`config.mk`:
```
export PLATFORM = sky130hd
export DESIGN_NAME = axi_mem_sched
export DESIGN_NICKNAME = d
export VERILOG_FILES = /design/src/rtl/axi_mem_sched.sv
export SDC_FILE = /design/constraint.sdc
export NUM_CORES = 1
export LEC_CHECK = 0
export CORE_UTILIZATION = 59
export CTS_CLUSTER_SIZE = 24
export DETAILED_ROUTE_END_ITERATION = 8
export DONT_BUFFER_PORTS = 1
export PLACE_DENSITY_LB_ADDON = 0.1
export SYNTH_ARGS = -nofsm -noshare
export SYNTH_HDL_FRONTEND = slang
export SYNTH_SLANG_ARGS = --single-unit
```
`constraint.sdc`:
```
create_clock -name clk -period 2.75 [get_ports clk]
set_input_delay 0.4125 -clock clk [delete_from_list [all_inputs] [get_ports clk]]
set_output_delay 0.4125 -clock clk [all_outputs]
set_load 0.01 [all_outputs]
```
`src/rtl/axi_mem_sched.sv`:
```
// axi_mem_sched: round-robin scheduler sharing one single-port memory between AXI AW and AR
// command streams. Optional macro AXI_MEM_SCHED_BACK2BACK_EN accepts the next command on the last beat.

module axi_addr #(
  parameter int ADDR_WIDTH = 12,
  parameter bit ALIGN_ADDR = 1'b1
) (
  input  logic [ADDR_WIDTH-1:0] addr,
  input  logic [1:0]            burst,
  input  logic [2:0]            size,
  input  logic [7:0]            len,
  output logic [ADDR_WIDTH-1:0] next_addr
);
  localparam int CW = ADDR_WIDTH + 16;

  logic [ADDR_WIDTH-1:0] incr;
  logic [ADDR_WIDTH-1:0] incr_addr;
  logic [CW-1:0]         span;
  logic [ADDR_WIDTH-1:0] wrap_mask;

  assign incr      = ADDR_WIDTH'(1) << size;
  assign incr_addr = addr + incr;
  // Wrap window is (len+1) beats of 2^size bytes; a window of 2^ADDR_WIDTH truncates to all ones.
  assign span      = (CW'(len) + CW'(1)) << size;
  assign wrap_mask = span[ADDR_WIDTH-1:0] - ADDR_WIDTH'(1);

  always_comb begin
    next_addr = incr_addr;
    case (burst)
      2'd0:    next_addr = addr;
      2'd2:    next_addr = (addr & ~wrap_mask) | (incr_addr & wrap_mask);
      default: next_addr = ALIGN_ADDR ? (incr_addr & ~(incr - ADDR_WIDTH'(1))) : incr_addr;
    endcase
  end
endmodule

module axi_mem_sched #(
  parameter int ADDR_WIDTH = 12,
  parameter int DATA_WIDTH = 32,
  parameter bit ALIGN_ADDR = 1'b1
) (
  input  logic                  clk,
  input  logic                  rst_n,
  input  logic                  wr_cmd_valid,
  output logic                  wr_cmd_ready,
  input  logic [ADDR_WIDTH-1:0] wr_addr,
  input  logic [1:0]            wr_burst,
  input  logic [2:0]            wr_size,
  input  logic [7:0]            wr_len,
  input  logic                  rd_cmd_valid,
  output logic                  rd_cmd_ready,
  input  logic [ADDR_WIDTH-1:0] rd_addr,
  input  logic [1:0]            rd_burst,
  input  logic [2:0]            rd_size,
  input  logic [7:0]            rd_len,
  output logic                  mem_valid,
  input  logic                  mem_ready,
  output logic                  mem_we,
  output logic [ADDR_WIDTH-1:0] mem_addr,
  output logic                  mem_last,
  output logic                  busy
);
  localparam int DATA_SIZE = $clog2(DATA_WIDTH / 8);

  localparam logic [1:0] BURST_FIXED = 2'd0;
  localparam logic [1:0] BURST_INCR  = 2'd1;
  localparam logic [1:0] BURST_WRAP  = 2'd2;
  localparam logic [1:0] BURST_RSVD  = 2'd3;

  typedef enum logic [1:0] {
    IDLE  = 2'd0,
    WRITE = 2'd1,
    READ  = 2'd2
  } state_t;

  state_t                state, state_nxt;
  logic                  last_rd;
  logic [ADDR_WIDTH-1:0] addr_q;
  logic [1:0]            burst_q;
  logic [2:0]            size_q;
  logic [7:0]            len_q;
  logic [7:0]            beat_q;
  logic [ADDR_WIDTH-1:0] next_addr;

  logic                  beat_fire, last_fire, accept_en;
  logic                  grant_wr, grant_rd, wr_take, rd_take;
  logic [ADDR_WIDTH-1:0] cmd_addr;
  logic [1:0]            cmd_burst, cmd_burst_eff;
  logic [2:0]            cmd_size, cmd_size_eff;
  logic [7:0]            cmd_len;
  logic                  cmd_wrap_ok;

  assign mem_valid = (state != IDLE);
  assign busy      = mem_valid;
  assign mem_we    = (state == WRITE);
  assign mem_addr  = addr_q;
  assign mem_last  = mem_valid && (beat_q == len_q);
  assign beat_fire = mem_valid && mem_ready;
  assign last_fire = beat_fire && mem_last;

  // Handshake: a command transfers on a rising edge where cmd_valid && cmd_ready; a beat transfers
  // where mem_valid && mem_ready. Readies depend on the valids, never the other way round.
`ifdef AXI_MEM_SCHED_BACK2BACK_EN
  assign accept_en = rst_n && ((state == IDLE) || last_fire);
`else
  assign accept_en = rst_n && (state == IDLE);
`endif

  // Ties go to whichever source was not served last.
  assign grant_wr     = wr_cmd_valid && (!rd_cmd_valid || last_rd);
  assign grant_rd     = rd_cmd_valid && (!wr_cmd_valid || !last_rd);
  assign wr_take      = accept_en && grant_wr;
  assign rd_take      = accept_en && grant_rd;
  assign wr_cmd_ready = wr_take;
  assign rd_cmd_ready = rd_take;

  always_comb begin
    cmd_addr      = wr_take ? wr_addr  : rd_addr;
    cmd_burst     = wr_take ? wr_burst : rd_burst;
    cmd_size      = wr_take ? wr_size  : rd_size;
    cmd_len       = wr_take ? wr_len   : rd_len;
    cmd_size_eff  = (cmd_size > 3'(DATA_SIZE)) ? 3'(DATA_SIZE) : cmd_size;
    cmd_wrap_ok   = (cmd_len == 8'd1) || (cmd_len == 8'd3) || (cmd_len == 8'd7) || (cmd_len == 8'd15);
    cmd_burst_eff = cmd_burst;
    if (cmd_burst == BURST_RSVD) begin
      cmd_burst_eff = BURST_INCR;
    end else if ((cmd_burst == BURST_WRAP) && !cmd_wrap_ok) begin
      cmd_burst_eff = BURST_INCR;
    end
  end

  always_comb begin
    state_nxt = state;
    case (state)
      IDLE: begin
        if (wr_take) begin
          state_nxt = WRITE;
        end else if (rd_take) begin
          state_nxt = READ;
        end
      end
      WRITE, READ: begin
        if (last_fire) begin
          state_nxt = IDLE;
          if (wr_take) begin
            state_nxt = WRITE;
          end else if (rd_take) begin
            state_nxt = READ;
          end
        end
      end
      default: state_nxt = IDLE;
    endcase
  end

  always_ff @(posedge clk or negedge rst_n) begin
    if (!rst_n) begin
      state <= IDLE;
    end else begin
      state <= state_nxt;
    end
  end

  always_ff @(posedge clk or negedge rst_n) begin
    if (!rst_n) begin
      last_rd <= 1'b1;
      addr_q  <= '0;
      burst_q <= BURST_FIXED;
      size_q  <= '0;
      len_q   <= '0;
      beat_q  <= '0;
    end else if (wr_take || rd_take) begin
      last_rd <= rd_take;
      addr_q  <= cmd_addr;
      burst_q <= cmd_burst_eff;
      size_q  <= cmd_size_eff;
      len_q   <= cmd_len;
      beat_q  <= '0;
    end else if (beat_fire && !mem_last) begin
      addr_q  <= next_addr;
      beat_q  <= beat_q + 8'd1;
    end
  end

  axi_addr #(
    .ADDR_WIDTH (ADDR_WIDTH),
    .ALIGN_ADDR (ALIGN_ADDR)
  ) u_axi_addr (
    .addr      (addr_q),
    .burst     (burst_q),
    .size      (size_q),
    .len       (len_q),
    .next_addr (next_addr)
  );

`ifndef SYNTHESIS
  a_ready_onehot: assert property (@(posedge clk) disable iff (!rst_n)
    !(wr_cmd_ready && rd_cmd_ready));
  a_stall_stable: assert property (@(posedge clk) disable iff (!rst_n)
    (mem_valid && !mem_ready) |=> (mem_valid && $stable(mem_addr) && $stable(mem_last) && $stable(mem_we)));
  a_beat_bound: assert property (@(posedge clk) disable iff (!rst_n)
    mem_valid |-> (beat_q <= len_q));
`endif
endmodule

```
== After elaboration in Yosys (flattened, before gate mapping) ==
Index checks and enable logic that the tools add are counted.

* Bitwise gates (word level): 6
* Multiplexer cells: 18
* Shift operators: 2
* Magnitude comparators: 1
* Eq/ne operators: 13
* Reduce and logical (&&, ||, !) cells: 28
* Add/sub/neg operators: 5

{| class="wikitable"
|+ Operators with widths
! cell !! count
|-
| $and A12 B12 Y12 || 3
|-
| $mux W12 || 3
|-
| $shl A28 B3 Y12 || 1
|-
| $mux W8 || 3
|-
| $not A12 Y12 || 2
|-
| $pmux W12 S2 || 1
|-
| $sub A12 B1 Y12 const B || 2
|-
| $mux W2 || 8
|-
| $add A12 B12 Y12 || 1
|-
| $or A12 B12 Y12 || 1
|-
| $shl A1 B3 Y12 const A || 1
|-
| $logic_and A1 B1 Y1 || 10
|-
| $add A8 B1 Y9 const B || 1
|-
| $add A8 B1 Y8 const B || 1
|-
| $eq A2 B2 Y1 const B || 4
|-
| $eq A8 B1 Y1 const B || 1
|-
| $eq A8 B2 Y1 const B || 1
|-
| $eq A8 B3 Y1 const B || 1
|-
| $eq A8 B4 Y1 const B || 1
|-
| $eq A8 B8 Y1 || 1
|-
| $logic_or A1 B1 Y1 || 6
|-
| $mux W3 || 2
|-
| $logic_not A1 Y1 || 5
|-
| $logic_not A2 Y1 || 2
|-
| 8 further kinds || 11
|}

* Logic and storage cells: 80
* Output and inout bits: 18
* Input bits: 55
* Flip-flop bits (word level): 36

== Logic depth before layout (Yosys ltp) ==
* Word-level depth: 13
* Depth in mapped cells: 16
* Depth with buffers taken out: 13

== Hierarchy ==
Synthesis repeated with hierarchy kept, for this count alone.

* Cells, all modules: 488
* Area, all modules: 3,898.7 µm²

{| class="wikitable"
|+ Modules (own cells, without submodules)
! module !! cells each !! times used !! area each (µm²) !! sequential area each (µm²)
|-
| axi_mem_sched || 221 || 1 || 2,087.0 || 902.1
|-
| axi_addr || 267 || 1 || 1,811.7 || 0.0
|}

== Worst setup path before layout ==
No wires, ideal clock.

* Kind: register to register
* Start point: reg size_q[2]
* End point: reg (tool-made name)
* Data arrival time: 2.771 ns
* Clock period less this slack: 2.858 ns
* Library setup time: 0.087 ns
* Path buffers: 2
* Setup slack: -0.108 ns
* Stages on the path, launching flop included: 15
* Data required time: 2.663 ns
* Cells stage by stage: dfrtp_1 > buf_2 > clkbuf_1 > nor3_1 > ha_1 > fa_1 > a21o_1 > a21oi_1 > o21bai_1 > a21oi_1 > o21ai_0 > nand2b_1 > and3_1 > a211oi_1 > o211ai_1

{| class="wikitable"
|+ RTL lines
! item !! line !! text
|-
| from (decl) || 80 || <nowiki>logic [2:0] size_q;</nowiki>
|-
| from (signal assigned) || 176 || <nowiki>size_q <= cmd_size_eff;</nowiki>
|}

==> out/results.ini <==
[global_route]
grt_use_total = 0.324
grt_max_degree = 37
grt_overflow = 0
grt_pass1_vias = 3272
grt_pass1_wl_um = 15700
antenna_found_initial = 1

[route]
vias = 3556
wl_per_cell_um = 18.5
via_per_inst = 6.54
drt_first_iter_violations = 291
first_pass_iters = 5
drcViolationCount = 0
drt_wl_total_um = 10100
drtAntennaViolNets = 0

[setup_path]
path_class = flip-flop to flip-flop
cp_max_fo = 14
rrSetupSlack_ns = 0.06
critPathLaunchType = flip-flop
end_kind = flip-flop
worstPathArrival_ns = 2.86
r2r_cells = 10
cp.required_ns = 2.91
setup.worst_path.start = len_q[0]$_DFFE_PN0N_
timing.rr.start = len_q[0]$_DFFE_PN0N_

[timing]
skew_ns = 0.00664
fmax_mhz = 371
drv_slew = 0
setup_tns_ns = 0
setup_violations = 0
hold_viol = 0
timing.final.crit_share = 0.980
finalCriticalPeriod_ns = 2.69
relSlewSlack = 0.617
rsz0062_at_grt = true
tightest_slew_ns = 0.573

[placement]
place_hpwl_um = 7320
gp_congestion = 0.932
numPortBuffers = 0
dp.cells = 527

[synthesis]
synth_top_family_by_area = compound AO/OA/AOI/OAI gates
synth-edff-count = 0
ys_seq_area_frac = 0.256
ys_warn_count = 0
ys_types = 71
yosys.area_share.simple = 0.255
synth-seq-cells = 36
syn_avg_cell_area_sq_um = 7.78
synth_fa_ha_area_frac = 0.0589
synth_compound_gate_area_share = 0.255
post-synth-top-area-fraction = 0.249
yosys.area.top_type = dfrtp_1
synth_flop_cell = dfrtp_1
synthesis.nets = 524
synth_area_sq_um = 3520
synth.area.top_cells = dfrtp_1 (25%), nand2_1 (6.2%), ha_1 (5.3%)
async_reset_ff_frac = 1.00
synth-xor-area-share = 0.0891
synthMuxAreaShare = 0.0142
syn_inst = 453

[floorplan]
die_w_um = 79.3
num_rows = 27
dieArea_sq_um = 6280
core_sq_um = 5640
io_pins = 73
start_util = 0.625
die_h_um = 79.3

[cells_and_area]
multi_input_area_sq_um = 2480
final_nets = 542
regArea_sq_um = 907
area_growth_pct = 15.0
n_antenna_cell = 0
drive_gt1_frac = 0.172
fill_cells = 467
fin_cells = 544

[clock_tree]
cts_root_buf = clkbuf_8
cts-buffers-inserted = 5
cts_tree = yes
clk_pin_slew_ns = 0.08
cts_buffer_depth = 2
htreeDepth = 2
clk_latency_ns = 0.29
clock_sinks = 36

[job]
cap_viol_max_count = 0

[power]
leakage_nw = 1.76
max-vdd-ir-drop_mv = 0.671
p_per_area_nw_per_um2 = 1250

[outcome]
outcome = finished clean

[min_path]
hold_class = primary input to flip-flop

[worst max-delay path: stages, from the launching register on]
cell and delay [ns]:
dfrtp_1 0.43, buf_6 0.18, or2b_1 0.26, a32o_2 0.30, a311oi_4 0.33, nand4bb_4 0.23, nor2_1 0.09, and4_1 0.18
o211ai_1 0.32, buf_4 0.18, a31oi_1 0.07
[synth_stat cells (3+ instances only)]
cell type,count
nand2b_1,8
o21ai_0,18
o22ai_1,5
a211oi_1,8
ha_1,15
nor3_1,15
inv_1,18
a22oi_1,4
clkbuf_1,11
o21bai_1,3
and3_1,10
xnor2_1,16
nand2_1,58
nand4_1,5
nor4_1,9
o211ai_1,8
xor2_1,18
a21oi_1,31
mux2i_1,5
o31ai_1,4
a31oi_1,15
nor2_1,46
a211o_1,4
nand3_1,12
nor2b_1,3
a21o_1,4
buf_6,4
dfrtp_1,35
buf_2,9
[kinds of logic (layout without fill, tap and decap cells)]
logic type | after synthesis | count (layout)
xor+xnor | 35 | 35
flops | 36 | 36
fa+ha+maj | 16 | 16
buf+inv | 49 | 68
simple gates | 184 | 184
compound gates | 128 | 128
mux | 5 | 5
[area by class of cell]
class,instances,area share
inverters,19,0.0176
flip-flops and latches,36,0.224
well taps,72,0.0222
multi-input cells,368,0.613
clock inverters,1,0.00741
repair buffers,41,0.0920
clock buffers,7,0.0238
[worst min-delay path by stage]
stage	start	to	slack [ns]	depth (start not counted)
after floorplan	rst_n	asynchronous set/reset pin	0.12	0
after global placement	rst_n	size_q[2]$_DFFE_PN0N_	0.12	0
after detailed placement	rst_n	size_q[2]$_DFFE_PN0N_	0.12	0
after CTS	wr_addr[3]	flip-flop	0.23	1
after global routing	wr_addr[3]	flip-flop	0.23	1
final	wr_addr[3]	flip-flop	0.24	1
[per-layer routing]
| layer | up-vias | GRT usage | routed length, um |
|---|---|---|---|
| li1 | 1675 | - | - |
| met1 | 1686 | 0.425 | 4280 |
| met2 | 173 | 0.537 | 4830 |
| met3 | 22 | 0.0609 | 729 |
| met4 | 0 | 0.102 | 244 |
| met5 | - | 0 | 0 |
[power by group]
part / switching, W / internal (W) / leakage, nW
combinational: 0.00189 / 0.00158 / 1.25
clock: 0.000204 / 0.000320 / 0.0645
sequential: 0.000350 / 0.000745 / 0.439
[through the flow]
| step | setup slack (ns) | instance area [sq um] | hold WS (ns) | utilization | total power [W] |
|---|---|---|---|---|---|
| finish | 0.0550 | 4050 | 0.237 | 0.718 | 0.00508 |
| global route | -0.103 | 4050 | 0.231 | 0.718 | 0.00545 |
| CTS | 0.00438 | 3860 | 0.233 | 0.685 | 0.00467 |
| detailed placement | 0.0154 | 3700 | 0.118 | 0.657 | 0.00411 |
| global placement | 0.0933 | 3700 | 0.118 | 0.657 | 0.00405 |
| floorplan | -0.0189 | 3540 | 0.117 | - | 0.00340 |
[timing repair]
item | in CTS | in global routing
endpoints found under the hold margin | 36 | 0
setup buffers | 0 | 6
hold buffers | 2 | 0
gates resized for setup | 1 | 22
endpoints found under the setup margin | 1 | 12
pin swaps | 0 | 7
cloned | 0 | 1
[placed cells by master (no fill, tap or decap), types with 7 or more instances in the layout]
| master | n |
|---|---|
| nand2_1 | 58 |
| nor2_1 | 46 |
| buf_4 | 34 |
| dfrtp_1 | 31 |
| a21oi_1 | 29 |
| inv_1 | 18 |
| xor2_1 | 17 |
| o21ai_0 | 17 |
| nor3_1 | 15 |
| a31oi_1 | 14 |
| xnor2_1 | 14 |
| ha_1 | 14 |
| nand3_1 | 11 |
| and3_1 | 10 |
| nand2b_1 | 8 |
| a211oi_1 | 8 |
| o211ai_1 | 8 |
| clkbuf_8 | 7 |
(Power assumes the default switching activity.)
